===== config.mk =====
export PLATFORM = sky130hd
export DESIGN_NAME = voice_xfade_mux
export DESIGN_NICKNAME = d
export VERILOG_FILES = /design/src/rtl/synth_mux_pkg.sv /design/src/rtl/onehot_to_index.sv /design/src/rtl/voice_xfade_mux.sv
export SDC_FILE = /design/constraint.sdc
export NUM_CORES = 1
export LEC_CHECK = 0
export ABC_AREA = 1
export CAP_MARGIN = 5
export CORE_MARGIN = 5
export CORE_UTILIZATION = 61
export CTS_CLUSTER_DIAMETER = 100
export DETAILED_ROUTE_END_ITERATION = 8
export HOLD_SLACK_MARGIN = 0.06
export PLACE_DENSITY = 0.95
export SETUP_SLACK_MARGIN = 0.15
export SYNTH_ARGS = -nofsm -noshare
export SYNTH_HDL_FRONTEND = slang
export SYNTH_SLANG_ARGS = --single-unit

===== constraint.sdc =====
create_clock -name clk -period 16.85 [get_ports clk]
set_input_delay 3.37 -clock clk [delete_from_list [all_inputs] [get_ports clk]]
set_output_delay 3.37 -clock clk [all_outputs]
set_load 0.01 [all_outputs]

===== src/rtl/synth_mux_pkg.sv =====
// rtl/synth_mux_pkg.sv - shared types and defaults for the synth output voice mux
package synth_mux_pkg;

  typedef enum logic {
    IDLE = 1'b0,
    FADE = 1'b1
  } xfade_state_t;

  localparam int DW_DEF = 16;
  localparam int N_DEF  = 8;

endpackage


===== src/rtl/onehot_to_index.sv =====
// rtl/onehot_to_index.sv - one-hot to binary index encoder with exactly-one-set flag
module onehot_to_index #(
  parameter int N = 8
) (
  input  logic [N-1:0]         onehot_i,
  output logic [$clog2(N)-1:0] idx_o,
  output logic                 valid_o
);

  localparam int IW = $clog2(N);
  localparam int CW = $clog2(N + 1);

  logic [CW-1:0] cnt;

  // OR together the indices of set bits and count them; index is only meaningful when valid
  always_comb begin
    idx_o = '0;
    cnt   = '0;
    for (int i = 0; i < N; i++) begin
      if (onehot_i[i]) begin
        idx_o = idx_o | IW'(i);
        cnt   = cnt + 1'b1;
      end
    end
    valid_o = (cnt == CW'(1));
  end

endmodule


===== src/rtl/voice_xfade_mux.sv =====
// rtl/voice_xfade_mux.sv - one-hot voice selector with linear crossfade; VOICE_XFADE_MUX_ONEHOT_CHECK_EN adds onehot_err
module voice_xfade_mux
  import synth_mux_pkg::*;
#(
  parameter int N         = N_DEF,
  parameter int DW        = DW_DEF,
  parameter int RAMP_LOG2 = 4
) (
  input  logic                 clk,
  input  logic                 reset_n,
  input  logic                 sample_en,
  input  logic [N-1:0]         sel_onehot,
  input  logic signed [DW-1:0] data_in [N],
  output logic signed [DW-1:0] data_out,
  output logic [$clog2(N)-1:0] sel_index,
  output logic                 busy
`ifdef VOICE_XFADE_MUX_ONEHOT_CHECK_EN
  ,
  output logic                 onehot_err
`endif
);

  localparam int IW = $clog2(N);
  localparam int AW = DW + RAMP_LOG2 + 1;
  localparam logic [RAMP_LOG2:0] R_W = (RAMP_LOG2 + 1)'(1) << RAMP_LOG2;

  xfade_state_t          state_q, state_d;
  logic [IW-1:0]         cur_q, cur_d;
  logic [IW-1:0]         tgt_q, tgt_d;
  logic [IW-1:0]         pend_q, pend_d;
  logic                  pend_vld_q, pend_vld_d;
  logic [RAMP_LOG2:0]    k_q, k_d;
  logic signed [DW-1:0]  data_q, data_d;

  logic [IW-1:0]         sel_idx;
  logic                  sel_vld;

  onehot_to_index #(.N(N)) u_sel_enc (
    .onehot_i (sel_onehot),
    .idx_o    (sel_idx),
    .valid_o  (sel_vld)
  );

  // Mixing datapath: weight w = k+1 on the target, R-w on the source; the sum is a
  // convex combination scaled by R, so it always fits AW bits and the floor shift
  // brings it back into DW range without saturation.
  logic [RAMP_LOG2:0]    w_new, w_old;
  logic signed [AW-1:0]  s_cur, s_tgt, mix, mix_sh;
  logic                  unused_mix_bits;

  assign w_new  = k_q + 1'b1;
  assign w_old  = R_W - w_new;
  assign s_cur  = {{(AW-DW){data_in[cur_q][DW-1]}}, data_in[cur_q]};
  assign s_tgt  = {{(AW-DW){data_in[tgt_q][DW-1]}}, data_in[tgt_q]};
  assign mix    = s_cur * $signed({{DW{1'b0}}, w_old}) + s_tgt * $signed({{DW{1'b0}}, w_new});
  assign mix_sh = mix >>> RAMP_LOG2;
  assign unused_mix_bits = ^mix_sh[AW-1:DW];

  // State register: async reset abandons any fade and returns to channel 0
  always_ff @(posedge clk or negedge reset_n) begin
    if (!reset_n) begin
      state_q    <= IDLE;
      cur_q      <= '0;
      tgt_q      <= '0;
      pend_q     <= '0;
      pend_vld_q <= 1'b0;
      k_q        <= '0;
      data_q     <= '0;
    end else begin
      state_q    <= state_d;
      cur_q      <= cur_d;
      tgt_q      <= tgt_d;
      pend_q     <= pend_d;
      pend_vld_q <= pend_vld_d;
      k_q        <= k_d;
      data_q     <= data_d;
    end
  end

  // Next state: IDLE passes the committed channel through and launches fades from a
  // fresh select or a request left pending at the end of the previous fade; FADE
  // ramps one step per strobe and only queues new requests, never interrupts.
  always_comb begin
    state_d    = state_q;
    cur_d      = cur_q;
    tgt_d      = tgt_q;
    pend_d     = pend_q;
    pend_vld_d = pend_vld_q;
    k_d        = k_q;
    data_d     = data_q;
    case (state_q)
      IDLE: begin
        if (sample_en) begin
          data_d = data_in[cur_q];
        end
        if (sel_vld) begin
          pend_vld_d = 1'b0;
          if (sel_idx != cur_q) begin
            tgt_d   = sel_idx;
            k_d     = '0;
            state_d = FADE;
          end
        end else if (pend_vld_q) begin
          pend_vld_d = 1'b0;
          if (pend_q != cur_q) begin
            tgt_d   = pend_q;
            k_d     = '0;
            state_d = FADE;
          end
        end
      end
      FADE: begin
        if (sel_vld) begin
          if (sel_idx == tgt_q) begin
            pend_vld_d = 1'b0;
          end else begin
            pend_d     = sel_idx;
            pend_vld_d = 1'b1;
          end
        end
        if (sample_en) begin
          data_d = mix_sh[DW-1:0];
          k_d    = k_q + 1'b1;
          if (w_new == R_W) begin
            cur_d   = tgt_q;
            k_d     = '0;
            state_d = IDLE;
          end
        end
      end
      default: state_d = IDLE;
    endcase
  end

  // Outputs come straight from registers
  always_comb begin
    data_out  = data_q;
    sel_index = cur_q;
    busy      = (state_q == FADE);
  end

`ifdef VOICE_XFADE_MUX_ONEHOT_CHECK_EN
  logic err_q;

  // Flag any clk whose select was not exactly one-hot, one clk later
  always_ff @(posedge clk or negedge reset_n) begin
    if (!reset_n) begin
      err_q <= 1'b0;
    end else begin
      err_q <= ~sel_vld;
    end
  end

  assign onehot_err = err_q;
`endif

endmodule


# After elaboration in Yosys (flattened, before gate mapping)

Cells that the tools add are included.

Reduce and logical (&&, ||, !) cells: 7
Muxes and demuxes: 45
Bitwise gates (word level): 4
$lt $le $gt $ge: 2
Eq/ne operators: 12
$mul: 2
Add/subtract/negate cells: 10

Operators with widths:

| kind                                                      | count |
|---|---|
| binary-select mux 16 bit (select 3 bit)                   | 2 |
| two-way mux 16 bit                                        | 6 |
| multiplier 16 x 6 -> 20 bit                               | 2 |
| case mux 16 bit (2 select lines)                          | 1 |
| two-way mux 5 bit                                         | 6 |
| adder 4 x 1 -> 4 bit (second input constant)              | 7 |
| two-way mux 4 bit                                         | 7 |
| two-way mux 3 bit                                         | 8 |
| adder 20 bit                                              | 1 |
| two-way mux 1 bit                                         | 10 |
| case mux 5 bit (2 select lines)                           | 1 |
| != test 3 bit (second input constant)                     | 3 |
| greater-or-equal comparator 4 bit (second input constant) | 2 |
| NOT 3 -> 4 bit                                            | 2 |
| AND reduction 4 bit                                       | 2 |
| != test 3 bit                                             | 2 |
| AND reduction 3 bit                                       | 2 |
| adder 5 x 1 -> 5 bit (second input constant)              | 1 |
| equality test 5 bit (second input constant)               | 1 |
| subtractor 5 bit (first input constant)                   | 1 |
| equality test 4 x 1 -> 1 bit (second input constant)      | 1 |
| two-way mux 2 bit                                         | 2 |
| != test 2 x 1 -> 1 bit (second input constant)            | 2 |
| != test 2 bit (second input constant)                     | 2 |
| 5 further kinds                                           | 8 |

Input port bits: 139
Word-level logic and storage cells: 89
Flip-flop bits (word level): 32

# Depth between registers and ports, before layout

Gate-level depths: netlist (run 1).

Word-level depth: 18
Gate-level depth with buffers: 33

# Hierarchy

Synthesis (run 1) repeated with hierarchy kept, for this count alone.

Cells, all modules: 1508
Area total of the unflattened synthesis: 9994.6 um^2

By module, submodules not included:

| module          | cells an instance | times used | area each (um^2) | seq. area each (um^2) |
|---|---|---|---|---|
| voice_xfade_mux | 1406              | 1          | 9407.8           | 800.8 |
| onehot_to_index | 102               | 1          | 586.8            | 0.0 |

# Worst setup path after synthesis (run 1)

Ideal clock, no wire load.

Path type: in2reg
Start point: in data_in[47] (netlist name)
End point: reg data_q[15], in the netlist data_out[15]
Setup time: 0.117 ns
Slack: 8.792 ns
Data required time: 16.733 ns
Data arrival time: 7.941 ns
Path buffers: 0
Stages on the path: 29
Cells stage by stage: inv_1 -> a21oi_1 -> o21ai_0 -> nand3_1 -> nand2_1 -> nor2_1 -> inv_1 -> fa_1 -> inv_1 -> fa_1 -> inv_1 -> fa_1 -> inv_1 -> fa_1 -> inv_1 -> fa_1 -> inv_1 -> ha_1 -> inv_1 -> nor3_1 -> inv_1 -> nor3_1 -> nand2_1 -> o21ai_0 -> inv_1 -> nand2_1 -> nand3_1 -> nand2_1 -> nand2_1

Word-level cells in the longest chain between the ends: 7

RTL lines:

| element                                                           | RTL line                                                            | RTL |
|---|---|---|
| from (decl)                                                       | voice_xfade_mux.sv:13                                               | `input logic signed [DW-1:0] data_in [N],` |
| binary-select mux 16 bit (select 3 bit), on equally long branches | voice_xfade_mux.sv:53, voice_xfade_mux.sv:94, voice_xfade_mux.sv:54 |  |
| two-way mux 16 bit, on equally long branches (2 in a row)         | voice_xfade_mux.sv:53, voice_xfade_mux.sv:94, voice_xfade_mux.sv:54 |  |
| multiplier 16 x 6 -> 20 bit                                       | voice_xfade_mux.sv:55                                               | `assign mix = s_cur * $signed({{DW{1'b0}}, w_old}) + s_tgt * $signed({{DW{1'b0}}, w_new});` |
| adder 20 bit                                                      | voice_xfade_mux.sv:55                                               |  |
| two-way mux 16 bit                                                | voice_xfade_mux.sv:121                                              | `if (sample_en) begin` |
| case mux 16 bit (2 select lines) (*)                              | voice_xfade_mux.sv:91                                               | `case (state_q)` |
| to (signal assigned)                                              | voice_xfade_mux.sv:76                                               | `data_q <= data_d;` |
| to (decl)                                                         | voice_xfade_mux.sv:33                                               | `logic signed [DW-1:0] data_q, data_d;` |

Every way passes the cells marked *; elsewhere a longest branch is shown, timed or not. The select of a mux whose other input is x is not followed.
A chain may end at the register's enable or synchronous reset.

# Worst setup path in the final report (run 1)

Start point: in data_in[46] (netlist name)
End point: reg data_q[15], in the netlist data_out[15]

Word-level cells in the longest chain between the ends: 7

RTL lines:

| element                                                           | RTL line |
|---|---|
| binary-select mux 16 bit (select 3 bit), on equally long branches | voice_xfade_mux.sv:53, voice_xfade_mux.sv:54 |
| two-way mux 16 bit, on equally long branches (2 in a row)         | voice_xfade_mux.sv:53, voice_xfade_mux.sv:54 |
| multiplier 16 x 6 -> 20 bit                                       | voice_xfade_mux.sv:55 |
| adder 20 bit (*)                                                  | voice_xfade_mux.sv:55 |
| two-way mux 16 bit (*)                                            | voice_xfade_mux.sv:121 |
| case mux 16 bit (2 select lines) (*)                              | voice_xfade_mux.sv:91 |

Marks and branches as above.

==> flow_metrics.tcl, run 1 <==
set metrics [dict create \
    fin_nets 1960 \
    overflow 0 \
    synth_edf_count 0 \
    ctsHoldBuffers 0 \
    die_width_um 138.1 \
    critical_path.top_delay_family "adder cells" \
    cts_buffers 5 \
    antenna_found_initial 1 \
    yosys_warnings 0 \
    drt_iter0_markers 1081 \
    setup_viol 0 \
    crit_fanout 5 \
    use_met3_pct 4.828 \
    pin_count 159 \
    crit_required_ns 17.02 \
    grt_start_max_net_pins 128 \
    worst_pin_slew_ns 1.165 \
    antenna_cells 0 \
    slew_violations 0 \
    rsz0062_at_grt "no" \
    drt_first_pass_iters 8 \
    status "finished, final reports clean" \
    worst_slack_ns 7.826 \
    grt_usage_pct 31.92 \
    area_growth_pct 18.31 \
    max_freq_ghz 0.1108 \
    cp-end-kind "flop" \
    finClkSkew_ns 0.009026 \
    placed_cell_area_sq_um 11660 \
    io_buffer_count 158 \
    dieArea_sq_um 19070 \
    min_delay_path_depth 2 \
    postCtsSetupRepairBufs 0 \
    period_needed_ns 9.024 \
    dr_total_vias 10700 \
    place_hpwl_um 24670 \
    multi_input_area_sq_um 7672 \
    top_usage_layer "met2" \
    path_buf_inv 8 \
    htreeDepth 2 \
    rows 46 \
    crit_top_cell "inv_1" \
    synth_nets 1854 \
    die_h_um 138.1 \
    clockRootBuffer "clkbuf_16" \
    seq_area_sq_um 810.8 \
    reg2reg_depth 25 \
    drv_cap 0 \
    cp.arrival_ns 9.19 \
    synth_flop_cell "dfrtp_1" \
    drc_errors 0 \
    crit_cells 28 \
    async_flop_share_pct 100.0 \
    grt_use_met2_pct 54.65 \
    ant_nets 0 \
    grt_pass1_vias 10830 \
    cts.sinks 32 \
    cpPeakStageDelay_ns 0.55 \
    setup_tns_ns 0 \
    start_kind "input port" \
    instances_no_fill 1847 \
    nFillCells 1252 \
    start_util_pct 62.56 \
    final_common_cell "nand2_1" \
    cts_buffer_depth 2 \
    drt-total-wl_um 31260 \
    crit_type "in2reg" \
    slew_headroom_pct 22.32 \
    final_cell_mix "nand2_1, inv_1, clkdlybuf4s50_1" \
    via_per_inst 5.790 \
    core_area_sq_um 16000 \
    syn_avg_cell_area_sq_um 6.568 \
    cts.reportedPaths.clkPinSlew_ns 0.06 \
    placed_cells 1839 \
    gr-usage-met1_pct 38.60 \
    cts_resized 0 \
    cts_tree "done" \
    final_area_sq_um 11840 \
    avgRoutedWirePerCell_um 16.92 \
    grt_pass1_wl_um 51070 \
    finalHoldViolCount 0 \
    drive_gt1_share_pct 3.066 \
    syn-cell-area_sq_um 10010 \
    ys_ff_latch 32 \
    syn_inst 1524 \
    crit_path_top_delay_cell "fa_1" \
    hold_path.class "reg2reg" \
    fin_crit_sh_pct 53.56 \
    routabilityCongestion 0.9761 \
    clk-insertion-delay-late_ns 0.28 \
    ys_types 42 \
    dp_slack_ns 7.739 \
    yosysSeqAreaShare_pct 8.000 \
]
## registers in the layout, indices dropped and copies added, names as in the netlist
name,cells
pend_q,3
data_out,16
k_q,5
pend_vld_q,1
sel_index,3
busy,1
tgt_q,3
## cells in the mapped netlist (2+ instances only)
cell / instances / area [sq um]
nand3_4: 2 / 35.03
nand2_2: 6 / 37.54
buf_2: 19 / 95.09
o21ai_0: 100 / 500.5
or2_2: 3 / 18.77
nand3b_1: 3 / 22.52
o211ai_1: 67 / 503.0
xnor2_1: 12 / 105.1
clkbuf_1: 41 / 153.9
nand3_1: 109 / 545.5
a21oi_1: 87 / 435.4
o21a_1: 2 / 15.01
o21ai_1: 7 / 35.03
nor3_1: 8 / 40.04
inv_1: 327 / 1227
nand4_1: 3 / 18.77
dfrtp_1: 32 / 800.8
nor2_2: 4 / 25.02
nand2_1: 356 / 1336
inv_2: 5 / 18.77
ha_1: 69 / 863.3
o21bai_1: 4 / 30.03
nand3_2: 3 / 30.03
buf_1: 8 / 30.03
fa_1: 122 / 2442
xor2_1: 14 / 122.6
nor2_1: 96 / 360.4
## cells by family after synthesis
family / share of synthesized area (%)
simple gates: 25.15
buf+inv: 15.35
compound gates: 15.65
fa+ha+maj: 33.02
flops: 8.000
xor+xnor: 2.825
## tightest hold or removal path, cell delays in order (launching register included)
cell and delay [ns]:
dfrtp_1 0.34, nand2_1 0.05, nand2_1 0.06
## stage by stage
step           utilization, %  hold slack (ns)
5_1_grt                 74.01           0.5009
3_3_place_gp            72.87           0.4642
2_1_floorplan               -           0.4805
6_report                74.01           0.4837
3_5_place_dp            72.87           0.4680
4_1_cts                 74.01           0.4915
## path summary, 6_finish.rpt
check	end	from	slack [ns]
worst max-delay path	data_out[15]	data_in[46]	7.83
worst min register to register	data_out[1]	data_out[1]	0.48
max in group asynchronous	tgt_q[0]	reset_n	13.00
min in group asynchronous	data_out[7]	reset_n	3.49
worst min-delay path	data_out[1]	data_out[1]	0.48
worst max register to register	data_out[15]	sel_index[2]	9.90
## routing by layer
metal / up-vias / part of all wire [%]
li1: 4954 / -
met1: 4950 / 37
met2: 634 / 48
met3: 155 / 9.0
met4: 2 / 6.2
met5: - / 0.038
## final cells by class
| type | instances | area share, % |
|---|---|---|
| multi-input cells | 1090 | 64.79 |
| repair buffers | 168 | 13.99 |
| inverters | 333 | 10.55 |
| flip-flops and latches | 32 | 6.846 |
| well taps | 216 | 2.282 |
| clock buffers | 7 | 1.289 |
| clock inverters | 1 | 0.2536 |
Power of run 1 is not shown: default switching activity piles up to over one toggle a cycle in this logic, so the estimate is an artifact.
==> inputs of run 2 (changes only) <==
--- a/config.mk
+++ b/config.mk
@@ -8,11 +8,11 @@
 export ABC_AREA = 1
 export CAP_MARGIN = 5
 export CORE_MARGIN = 5
-export CORE_UTILIZATION = 61
+export CORE_UTILIZATION = 57
 export CTS_CLUSTER_DIAMETER = 100
 export DETAILED_ROUTE_END_ITERATION = 8
 export HOLD_SLACK_MARGIN = 0.06
-export PLACE_DENSITY = 0.95
+export PLACE_DENSITY = 0.91
 export SETUP_SLACK_MARGIN = 0.15
 export SYNTH_ARGS = -nofsm -noshare
 export SYNTH_HDL_FRONTEND = slang
==> constraint.sdc (replaced) <==
create_clock -name clk -period 8.7 [get_ports clk]
set_input_delay 1.74 -clock clk [delete_from_list [all_inputs] [get_ports clk]]
set_output_delay 1.74 -clock clk [all_outputs]
set_load 0.01 [all_outputs]
==> run 2 against run 1 <==
Net effect: hold slack lost 0.0051 ns; first-iteration DRC count shrank 9.3%; sequential share of layout area is essentially flat; die area grew 6.5%; utilization shrank 5.4 points; largest cell class unchanged; highest routed layer is now met4.
==> flow_metrics.tcl, run 2 (synthesis gave the netlist of run 1 again) <==
set metrics [dict create \
    avgRoutedWirePerCell_um 16.28 \
    area_growth_pct 18.24 \
    fin_crit_sh_pct 83.36 \
    antenna_found_initial 0 \
    dieArea_sq_um 20310 \
    period_needed_ns 7.252 \
    cts.reportedPaths.clkPinSlew_ns 0.05 \
    cp-end-kind "flop" \
    die_width_um 142.5 \
    holdPathEnd "data_out[2]" \
    final_cell_mix "nand2_1, inv_1, clkdlybuf4s50_1" \
    die_h_um 142.5 \
    cts_buffers 5 \
    slew_headroom_pct 34.93 \
    dr_total_vias 10390 \
    drt-total-wl_um 30240 \
    cts_tree "done" \
    core_area_sq_um 17240 \
    finalHoldViolCount 0 \
    rsz0062_at_grt "no" \
    drv_cap 0 \
    crit_required_ns 8.86 \
    final_common_cell "nand2_1" \
    setup_viol 0 \
    hold_path.class "reg2reg" \
    drt_iter0_markers 981 \
    routabilityCongestion 0.9609 \
    start_kind "input port" \
    cts_resized 0 \
    grt_pass1_vias 10640 \
    r2r-end "data_out[15]" \
    hp-start "data_out[2]" \
    crit_type "in2reg" \
    largest_register_ffs 16 \
    drive_gt1_share_pct 3.184 \
    setup_tns_ns 0 \
    r2r-start "tgt_q[0]" \
    grt_start_max_net_pins 107 \
    clockRootBuffer "clkbuf_16" \
    ctsHoldBuffers 0 \
    fin_nets 1962 \
    clk-insertion-delay-late_ns 0.29 \
    min_delay_path_depth 2 \
    crit_fanout 4 \
    drt_first_pass_iters 6 \
    place_hpwl_um 24510 \
    cpPeakStageDelay_ns 0.59 \
    cp.arrival_ns 7.42 \
    grt_pass1_wl_um 49960 \
    rows 48 \
    postCtsSetupRepairBufs 0 \
    grt_usage_pct 30.24 \
    htreeDepth 2 \
    reg2reg_slack_ns 1.97 \
    antenna_cells 0 \
    critical_path.top_delay_family "adder cells" \
    start_util_pct 58.07 \
    cts_buffer_depth 2 \
    pin_count 159 \
    via_per_inst 5.590 \
    drc_errors 0 \
    overflow 0 \
    path_buf_inv 11 \
    status "finished, final reports clean" \
    ant_nets 0 \
    slew_violations 0 \
    crit_top_cell "inv_1" \
    crit_path_top_delay_cell "fa_1" \
    io_buffer_count 158 \
    cts.sinks 32 \
    finClkSkew_ns 0.009599 \
    worst_pin_slew_ns 0.9761 \
    reg2reg_depth 27 \
    max_freq_ghz 0.1379 \
]
-- run 2: cell types whose count changed in the layout (fill, tap and decap cells not counted), sizes merged --
| cell | previous run | this run |
|---|---|---|
| bufinv | 1 | 0 |
| clkinv | 1 | 3 |
| clkbuf | 7 | 6 |
| buf | 10 | 12 |
-- run 2: worst max-delay path by stage --
stage | slack (ns) | start | end | cells past startpoint
floorplan | 2.27 | data_in[47] | data_out[15] | 29
global placement | 1.25 | data_in[47] | data_out[15] | 30
detailed placement | 1.20 | data_in[47] | data_out[15] | 30
CTS | 1.48 | data_in[47] | data_out[15] | 30
global route | 0.95 | data_in[47] | data_out[15] | 30
finish | 1.45 | data_in[47] | data_out[15] | 30
-- run 2: through the flow --
step | cell area (sq um) | worst slack, ns | util (%) | hold slack [ns] | cells
after floorplan | 10010 | 2.272 | - | 0.4805 | 1524
after global placement | 11690 | 1.249 | 67.80 | 0.4668 | 1850
after detailed placement | 11690 | 1.203 | 67.80 | 0.4689 | 1850
after CTS | 11840 | 1.483 | 68.66 | 0.4862 | 1858
after global routing | 11840 | 0.9546 | 68.66 | 0.5075 | 1858
final | 11840 | 1.448 | 68.66 | 0.4786 | 1858
-- run 2: cell type report --
| cell class | count | area, sq um |
|---|---|---|
| Sequential cell | 32 | 810.8 |
| Inverter | 333 | 1250 |
| Clock buffer | 6 | 138.9 |
| Timing Repair Buffer | 170 | 1672 |
| Fill cell | 1429 | 5401 |
| Clock inverter | 2 | 10.01 |
| Tap cell | 225 | 281.5 |
| Multi-Input combinational cell | 1090 | 7672 |
-- run 2: worst reg2reg max path: cells and delay by family (launching register included) --
family / cells / cell delay [ns]
DFF: 1 / 0.89
buffers and inverters: 7 / 1.04
adders and majority gates: 6 / 2.94
AOI/OAI and AO/OA: 2 / 0.38
and+or+nand+nor: 12 / 1.36
-- run 2: metal layers --
layer / wire length [um] / GRT usage [%] / up-vias
li1: - / - / 4959
met2: 14330 / 50.62 / 478
met3: 2482 / 5.746 / 115
met1: 11740 / 37.08 / 4835
met4: 1688 / 15.76 / 0
met5: 0 / 0 / -
Power of run 2 is left out for the same reason.
